$ cat src/rtl/pong_engine.sv
// pong_engine: one-dimensional LED pong with a rally timer that speeds up on every
// return and two-digit BCD scoring up to a configurable winning score.
module pong_engine #(
  parameter int N_LEDS    = 18,
  parameter int WIN_PTS   = 13,
  parameter int TICK_MAX  = 25000000,
  parameter int TICK_MIN  = 2500000,
  parameter int TICK_STEP = 2500000
) (
  input  logic              clk,
  input  logic              CLRN,
  input  logic              start,
  input  logic              btn_l,
  input  logic              btn_r,
  output logic [N_LEDS-1:0] ball,
  output logic [7:0]        score_l,
  output logic [7:0]        score_r,
  output logic [2:0]        state,
  output logic              game_over
);
  typedef enum logic [2:0] {IDLE, SERVE, MOVE, POINT, WAIT, OVER} state_t;
  localparam logic [7:0]  WIN_BCD = 8'(((WIN_PTS / 10) << 4) | (WIN_PTS % 10));
  localparam logic [31:0] P_MAX   = 32'(TICK_MAX);
  localparam logic [31:0] P_MIN   = 32'(TICK_MIN);
  localparam logic [31:0] P_STEP  = 32'(TICK_STEP);

  function automatic logic [7:0] bcd_inc(input logic [7:0] s);
    return s == 8'h99 ? s : s[3:0] == 4'd9 ? {s[7:4] + 4'd1, 4'd0} : s + 8'd1;
  endfunction

  // r_dir: 0 = travelling right (toward bit 0), 1 = travelling left; r_server: 0 = left
  state_t            r_state, w_state_n;
  logic [N_LEDS-1:0] r_ball, w_ball_n;
  logic [7:0]        r_score_l, r_score_r, w_score_l_n, w_score_r_n, w_inc;
  logic              r_dir, r_server, w_dir_n, w_server_n;
  logic [31:0]       r_period, r_cnt, w_period_n, w_cnt_n, w_per_dec;
  logic              w_tick, w_at_dst, w_btn;

  assign ball      = r_ball;
  assign score_l   = r_score_l;
  assign score_r   = r_score_r;
  assign state     = r_state;
  assign game_over = r_state == OVER;

  always_comb begin
    w_state_n   = r_state;
    w_ball_n    = r_ball;
    w_score_l_n = r_score_l;
    w_score_r_n = r_score_r;
    w_dir_n     = r_dir;
    w_server_n  = r_server;
    w_period_n  = r_period;
    w_cnt_n     = r_cnt;
    w_tick      = r_cnt == 32'd0;
    w_at_dst    = r_dir ? r_ball[N_LEDS-1] : r_ball[0];
    w_btn       = r_dir ? btn_l : btn_r;
    w_inc       = r_dir ? bcd_inc(r_score_r) : bcd_inc(r_score_l);
    w_per_dec   = r_period >= P_MIN + P_STEP ? r_period - P_STEP : P_MIN;
    case (r_state)
      IDLE, OVER: if (start) begin
        w_score_l_n = '0;
        w_score_r_n = '0;
        w_server_n  = 1'b0;
        w_state_n   = SERVE;
      end
      SERVE: begin
        w_ball_n   = r_server ? N_LEDS'(1) : {1'b1, {(N_LEDS-1){1'b0}}};
        w_dir_n    = r_server;
        w_period_n = P_MAX;
        w_cnt_n    = P_MAX - 32'd1;
        w_state_n  = MOVE;
      end
      MOVE: begin
        w_cnt_n = w_tick ? r_period - 32'd1 : r_cnt - 32'd1;
        // a valid hit outranks a same-cycle tick; any other press toward the ball is a fault
        if (w_btn && w_at_dst) begin
          w_dir_n    = ~r_dir;
          w_period_n = w_per_dec;
          w_cnt_n    = w_per_dec - 32'd1;
        end else if (w_btn || (w_tick && w_at_dst)) begin
          w_ball_n  = '0;
          w_state_n = POINT;
        end else if (w_tick)
          w_ball_n = r_dir ? r_ball << 1 : r_ball >> 1;
      end
      POINT: begin
        w_score_l_n = r_dir ? r_score_l : w_inc;
        w_score_r_n = r_dir ? w_inc : r_score_r;
        w_server_n  = ~r_dir;
        w_state_n   = w_inc == WIN_BCD ? OVER : WAIT;
      end
      WAIT: if (start) w_state_n = SERVE;
      default: w_state_n = IDLE;
    endcase
  end

  always_ff @(posedge clk or negedge CLRN)
    if (!CLRN) begin
      r_state   <= IDLE;
      r_ball    <= '0;
      r_score_l <= '0;
      r_score_r <= '0;
      r_dir     <= 1'b0;
      r_server  <= 1'b0;
      r_period  <= P_MAX;
      r_cnt     <= '0;
    end else begin
      r_state   <= w_state_n;
      r_ball    <= w_ball_n;
      r_score_l <= w_score_l_n;
      r_score_r <= w_score_r_n;
      r_dir     <= w_dir_n;
      r_server  <= w_server_n;
      r_period  <= w_period_n;
      r_cnt     <= w_cnt_n;
    end
endmodule

$ cat config.mk
export PLATFORM = sky130hd
export DESIGN_NAME = pong_engine
export DESIGN_NICKNAME = d
export VERILOG_FILES = /design/src/rtl/pong_engine.sv
export SDC_FILE = /design/constraint.sdc
export NUM_CORES = 1
export LEC_CHECK = 0
export CAP_MARGIN = 20
export CORE_UTILIZATION = 55
export CTS_BUF_LIST = sky130_fd_sc_hd__clkbuf_4
export DETAILED_ROUTE_END_ITERATION = 7
export HOLD_SLACK_MARGIN = 0.15
export PLACE_DENSITY = 0.75
export SLEW_MARGIN = 20
export SYNTH_ARGS = -nofsm -noshare
export SYNTH_HDL_FRONTEND = slang
export SYNTH_SLANG_ARGS = --single-unit
$ cat constraint.sdc
create_clock -name clk -period 4.7 [get_ports clk]
set_input_delay 0.47 -clock clk [delete_from_list [all_inputs] [get_ports clk]]
set_output_delay 0.47 -clock clk [all_outputs]
set_load 0.005 [all_outputs]
======== After elaboration in Yosys (flattened, before gate mapping) ========
Cells that the tools add are included.
cells by class
  reductions and logical operators ........ 15
  bitwise operators ....................... 1
  muxes and demuxes ....................... 33
  magnitude comparators ................... 1
  equal/unequal tests ..................... 18
  add/subtract/negate cells ............... 8
operators with widths
  operator                                                                               number
  32-bit 2-to-1 mux                                                                      4
  32-bit one-hot mux with 2 select lines                                                 2
  32-bit by 1-bit subtractor with 32-bit output, second input constant                   3
  18-bit 2-to-1 mux                                                                      5
  8-bit 2-to-1 mux                                                                       8
  18-bit one-hot mux with 2 select lines                                                 1
  32-bit by 23-bit greater-or-equal comparator with 1-bit output, second input constant  1
  32-bit logical NOT                                                                     1
  8-bit one-hot mux with 2 select lines                                                  2
  32-bit by 22-bit subtractor with 32-bit output, second input constant                  1
  8-bit by 1-bit adder with 8-bit output, second input constant                          2
  8-bit equality test, second input constant                                             2
  2-bit inequality test, second input constant                                           6
  3-bit one-hot mux with 4 select lines                                                  1
  3-bit AND reduction                                                                    4
  3-bit 2-to-1 mux                                                                       3
  4-bit by 1-bit adder with 4-bit output, second input constant                          2
  4-bit equality test, second input constant                                             2
  8-bit by 5-bit equality test with 1-bit output, second input constant                  1
  3-bit by 2-bit equality test with 1-bit output, second input constant                  2
  3-bit equality test, second input constant                                             2
  1-bit 2-to-1 mux                                                                       5
  1-bit one-hot mux with 2 select lines                                                  2
  2-bit AND reduction                                                                    2
  other kinds (10)                                                                       12
storage, ports and cells
  logic and storage cells ................. 84
  register bits ........................... 103
  input port bits ......................... 5

======== Logic depth before layout (Yosys ltp) ========
  depth after elaboration ................. 7
  gate-level depth with buffers ........... 18
  gate-level depth less buffers ........... 14

======== Worst setup path before layout ========
OpenSTA, ideal clock, no wires.
  path kind ............................... register to register
  start ................................... reg r_period[15]
  end ..................................... reg r_cnt[22]
  cell stages (with the launch flop) ...... 19
  arrival time ............................ 3.613 ns
  buffers on the path ..................... 4
  setup time .............................. 0.137 ns
  period minus slack after synthesis ...... 3.750 ns
  setup slack ............................. 0.950 ns
  required time ........................... 4.563 ns
  cell sequence ........................... dfrtp_1 > buf_4 > a2111oi_4 > nand2_2 > a211o_1 > buf_2 > nand2_2 > buf_2 > nand2_1 > a22oi_1 > ha_1 > o21ai_0 > a21oi_1 > o21ai_0 > or4_1 > buf_2 > nor4b_2 > xor2_1 > a21oi_1
between the ends
  cells in the longest elaborated chain, start to end .. 5
  elaborated cells on any way between the ends .. 8
ends and longest elaborated chain
  element                                                                                                                                  line  RTL
  start, declared                                                                                                                          36    logic [31:0] r_period, r_cnt, w_period_n, w_cnt_n, w_per_dec;
  start signal, assigned                                                                                                                   114   r_period <= w_period_n;
  32-bit by 22-bit subtractor with 32-bit output / 32-bit by 23-bit greater-or-equal comparator with 1-bit output (equally long branches)  58    w_per_dec = r_period >= P_MIN + P_STEP ? r_period - P_STEP : P_MIN;
  32-bit 2-to-1 mux                                                                                                                        58
  32-bit by 1-bit subtractor with 32-bit output                                                                                            79    w_cnt_n = w_per_dec - 32'd1;
  32-bit 2-to-1 mux (*)                                                                                                                    76    if (w_btn && w_at_dst) begin
  32-bit one-hot mux with 2 select lines (*)                                                                                               59    case (r_state)
  end signal, assigned                                                                                                                     115   r_cnt <= w_cnt_n;
  end, declared                                                                                                                            36
Every way passes the cells marked *; elsewhere a longest branch is shown, timed or not.
A chain may end at the register's enable or synchronous reset.

======== Final worst setup path ========
  start ................................... reg r_period[5]
  end ..................................... reg r_cnt[31]
Same word-level chain as after synthesis.

==> key figures <==
Run status
  – Status: completed

Place
  – Dpl cells: about 970
  – Cell area after placement: 7323 µm²
  – Buffers on Ports: 42
  – GPL Wtd Cong: about 0.95
  – DP Wirelength: between 10000 and 15000 µm

Final layout
  – Share of layout cells above drive strength 1: 0.09246
  – Area Growth Syn to Fin: 9.777%
  – Final instance count without filler cells: 990
  – Final nets: about 830
  – Design area: roughly 7500 µm²
  – N_diodes: 0

Worst setup path
  – Crit start category: flop
  – Crit path max-delay family: compound AO/OA/AOI/OAI gates
  – Slowest cell delay on critical path: slightly below 800 ps
  – Arr. time, crit path: 4540 ps
  – CP max-delay cell: o21ai_1
  – CP Cell Sequence: inv_1, ha_1, nand4b_1, a21oi_1, o21ai_1, nor2b_1, o21ai_1, a221o_1, or4_4, nor3b_2, nand4_1, a32o_1
  – CP Class: flop to flop
  – Most numerous cell on the critical path: o21ai_1
  – CP Buf/Inv Count: 1
  – Setup crit end kind: flop
  – Worst-path maximum fanout: 13
  – Worst Path Required: approximately 5200 ps

Timing
  – Relative slew slack: 0.3021
  – RSZ-0062 raised after global routing: false
  – Post-Route Setup TNS: 0 ps
  – Final Hold Fails: 0
  – Worst Skew: about 27 ps
  – Slew @ Worst Pin: 1034 ps
  – Min cycle time layout: about 4000 ps
  – Fmax: 0.2446 GHz
  – Final hold slack: slightly below 500 ps
  – Pins over their slew limit: 0
  – Final worst-path cycle share: 0.8698
  – Final setup fails: 0

Die
  – Initial Util: 0.5666
  – DIE AREA: between 10000 and 15000 µm²
  – Rows: 40
  – Placeable core area: between 10000 and 15000 µm²
  – DIE HEIGHT: around 110 µm
  – Die W: 113.5 µm
  – Io pins: 43

Yosys
  – Syn Nets: a little over 800
  – Area of the mapped netlist: about 6800 µm²
  – Predominant post-synthesis flop cell: dfrtp_1
  – Post-synth EDFFs: 0
  – Synthesized area per cell: 8.458 µm²
  – Post-Syn Instances: approximately 810
  – Synth cell types: 87
  – Synthesis Warnings: 0
  – #FFs+latches synth: roughly 100
  – Post-synthesis sequential area ratio: 0.3793
  – Async S/R FF share, synth: 1.000

Route
  – Initial DRC count: around 740
  – ANT nets after route: 0
  – DR WL/cell: 19.61 µm
  – Final WL: around 19000 µm
  – Vias/cell: 6.546
  – Drt drc: 0
  – Router iterations before antenna repair: 7
  – Vias: between 6000 and 7000

Pwr
  – Peak VDD IR: between 0.0003 and 0.0004 V
  – Pleak: 2.847 nW
  – Pwr dens: approximately 450 nW/µm²
  – Final Total Pwr: roughly 3.4 mW

CTS
  – Clock sinks: between 100 and 150
  – CTS buffer count: 9
  – Clk buf depth: 2
  – CTS tree: yes
  – Clock latency on the worst-skew pair: about 530 ps
  – Clock root buffer: clkbuf_4
  – Reg clk slew, reported paths: around 190 ps
  – Htree depth: 3

Global route
  – Pin count of the biggest net entering global routing: between 50 and 60
  – Gr usage total: 0.3149
  – First-pass GRT wire length: 31840 µm
  – GRT overflow: 0
  – Initial antenna violation count: 0
  – Vias in the first global route: around 6100

Job
  – Max Cap Viol: 0

Min path
  – Hold crit path type: primary input to asynchronous set/reset pin
## placed cells by master, fill, tap and decap left out, types with 6 or more instances in the layout
master / instances
buf_4: 16
a31oi_1: 12
dfstp_2: 12
inv_1: 13
dfrtp_1: 91
a21o_1: 8
o31ai_1: 35
xnor2_1: 23
xor2_1: 12
nor4_1: 11
a21oi_1: 50
clkdlybuf4s50_1: 41
o21ai_0: 47
a22oi_1: 6
ha_1: 6
nand3_1: 18
mux2i_1: 20
nor3_1: 29
o21ai_1: 11
nor2_1: 78
nand4_1: 12
nor2b_1: 6
clkbuf_4: 9
and2_1: 10
or3_1: 6
nand2_1: 92
a22o_1: 6
a211oi_1: 8
o21a_1: 7
a221o_1: 7
## worst register-to-register path: cells and delay by family (launching register included)
kind	cells	cell delay (ps)
adders and majority gates	1	250
DFF	1	490
and+or+nand+nor	5	1530
buffers and inverters	1	120
AOI/OAI and AO/OA	5	1620
## metrics by stage
stage | util | setup WS [ps]
global route | 0.6220 | 325.5
CTS | 0.6207 | 701.2
global placement | 0.6072 | 713.2
detailed placement | 0.6072 | 635.8
floorplan | - | 949.8
finish | 0.6220 | 612.0
## power breakdown
group / switching [mW] / total [mW] / leakage [nW] / internal, mW
Combinational: 1.02 / 1.58 / 1.45 / 0.569
Clock: 0.340 / 0.515 / 0.0863 / 0.175
Sequential: 0.252 / 1.31 / 1.31 / 1.05
Total: 1.61 / 3.41 / 2.85 / 1.80
## per-layer routing
layer  routed length [µm]  track usage  vias to the layer above
li1                     -            -                     3012
met1                 8854       0.4584                     3132
met2                 8557       0.4634                      309
met3                 1668      0.07120                       28
met4                  330       0.1026                        0
met5                    0            0                        -
## flip-flops by register name (all words and copies together) (netlist names)
register and count:
ball 18, r_cnt 32, r_dir 1, r_period 32, r_server 1, score_l 8, score_r 8, state 3
## cell usage after synthesis (7+ instances only)
cell type | n | share of area
xor2_1 | 12 | 0.015
clkbuf_1 | 42 | 0.023
o21a_1 | 7 | 0.0077
a31oi_1 | 12 | 0.011
a211oi_1 | 8 | 0.0088
mux2i_1 | 20 | 0.029
dfrtp_1 | 91 | 0.33
nor4_1 | 11 | 0.010
o21ai_1 | 12 | 0.0088
buf_2 | 12 | 0.0088
nor2_1 | 78 | 0.043
o21ai_0 | 47 | 0.034
a221o_1 | 7 | 0.010
xnor2_1 | 23 | 0.029
a21oi_1 | 52 | 0.038
dfstp_2 | 12 | 0.046
a21o_1 | 8 | 0.0088
nand2_1 | 92 | 0.051
nand3_1 | 18 | 0.013
nand4_1 | 12 | 0.011
nor3_1 | 29 | 0.021
o31ai_1 | 35 | 0.038
and2_1 | 10 | 0.0092
inv_1 | 13 | 0.0071
## cells by family after synthesis
family,synth area share
and+or+nand+nor,0.2325
muxes,0.03259
AOI/OAI and AO/OA,0.2547
buffers and inverters,0.04504
xor gates and xnor gates,0.04485
DFF,0.3793
adders and majority gates,0.01098
## layout make-up
type | instances | area [µm²]
fill | 1088 | 4559
tap | 168 | 210.2
multi-input combinational | 631 | 3953
clock inverter | 7 | 86.33
inverter | 14 | 52.55
sequential | 103 | 2592
timing repair buffer | 58 | 540.5
clock buffer | 9 | 67.56
## final timing paths
| check | from | to | slack, ps | cells past startpoint |
|---|---|---|---|---|
| max reg2reg | r_period[5] | r_cnt[31] | 610 | 12 |
| min in group clk | r_cnt[0] | r_cnt[0] | 550 | 1 |
| min reg2reg | r_cnt[0] | r_cnt[0] | 550 | 1 |
| min | CLRN | score_l[3] | 490 | 2 |
| max | r_period[5] | r_cnt[31] | 610 | 12 |
| max in group asynchronous | CLRN | r_cnt[16] | 3080 | 3 |
## what timing repair did
item	in CTS	in global routing
hold endpoints to repair	39	0
setup endpoints to repair	0	0
hold buffers	1	0
buffers inserted	0	0
resized for setup	0	0
Note: power is estimated with default switching activity, not from simulation.
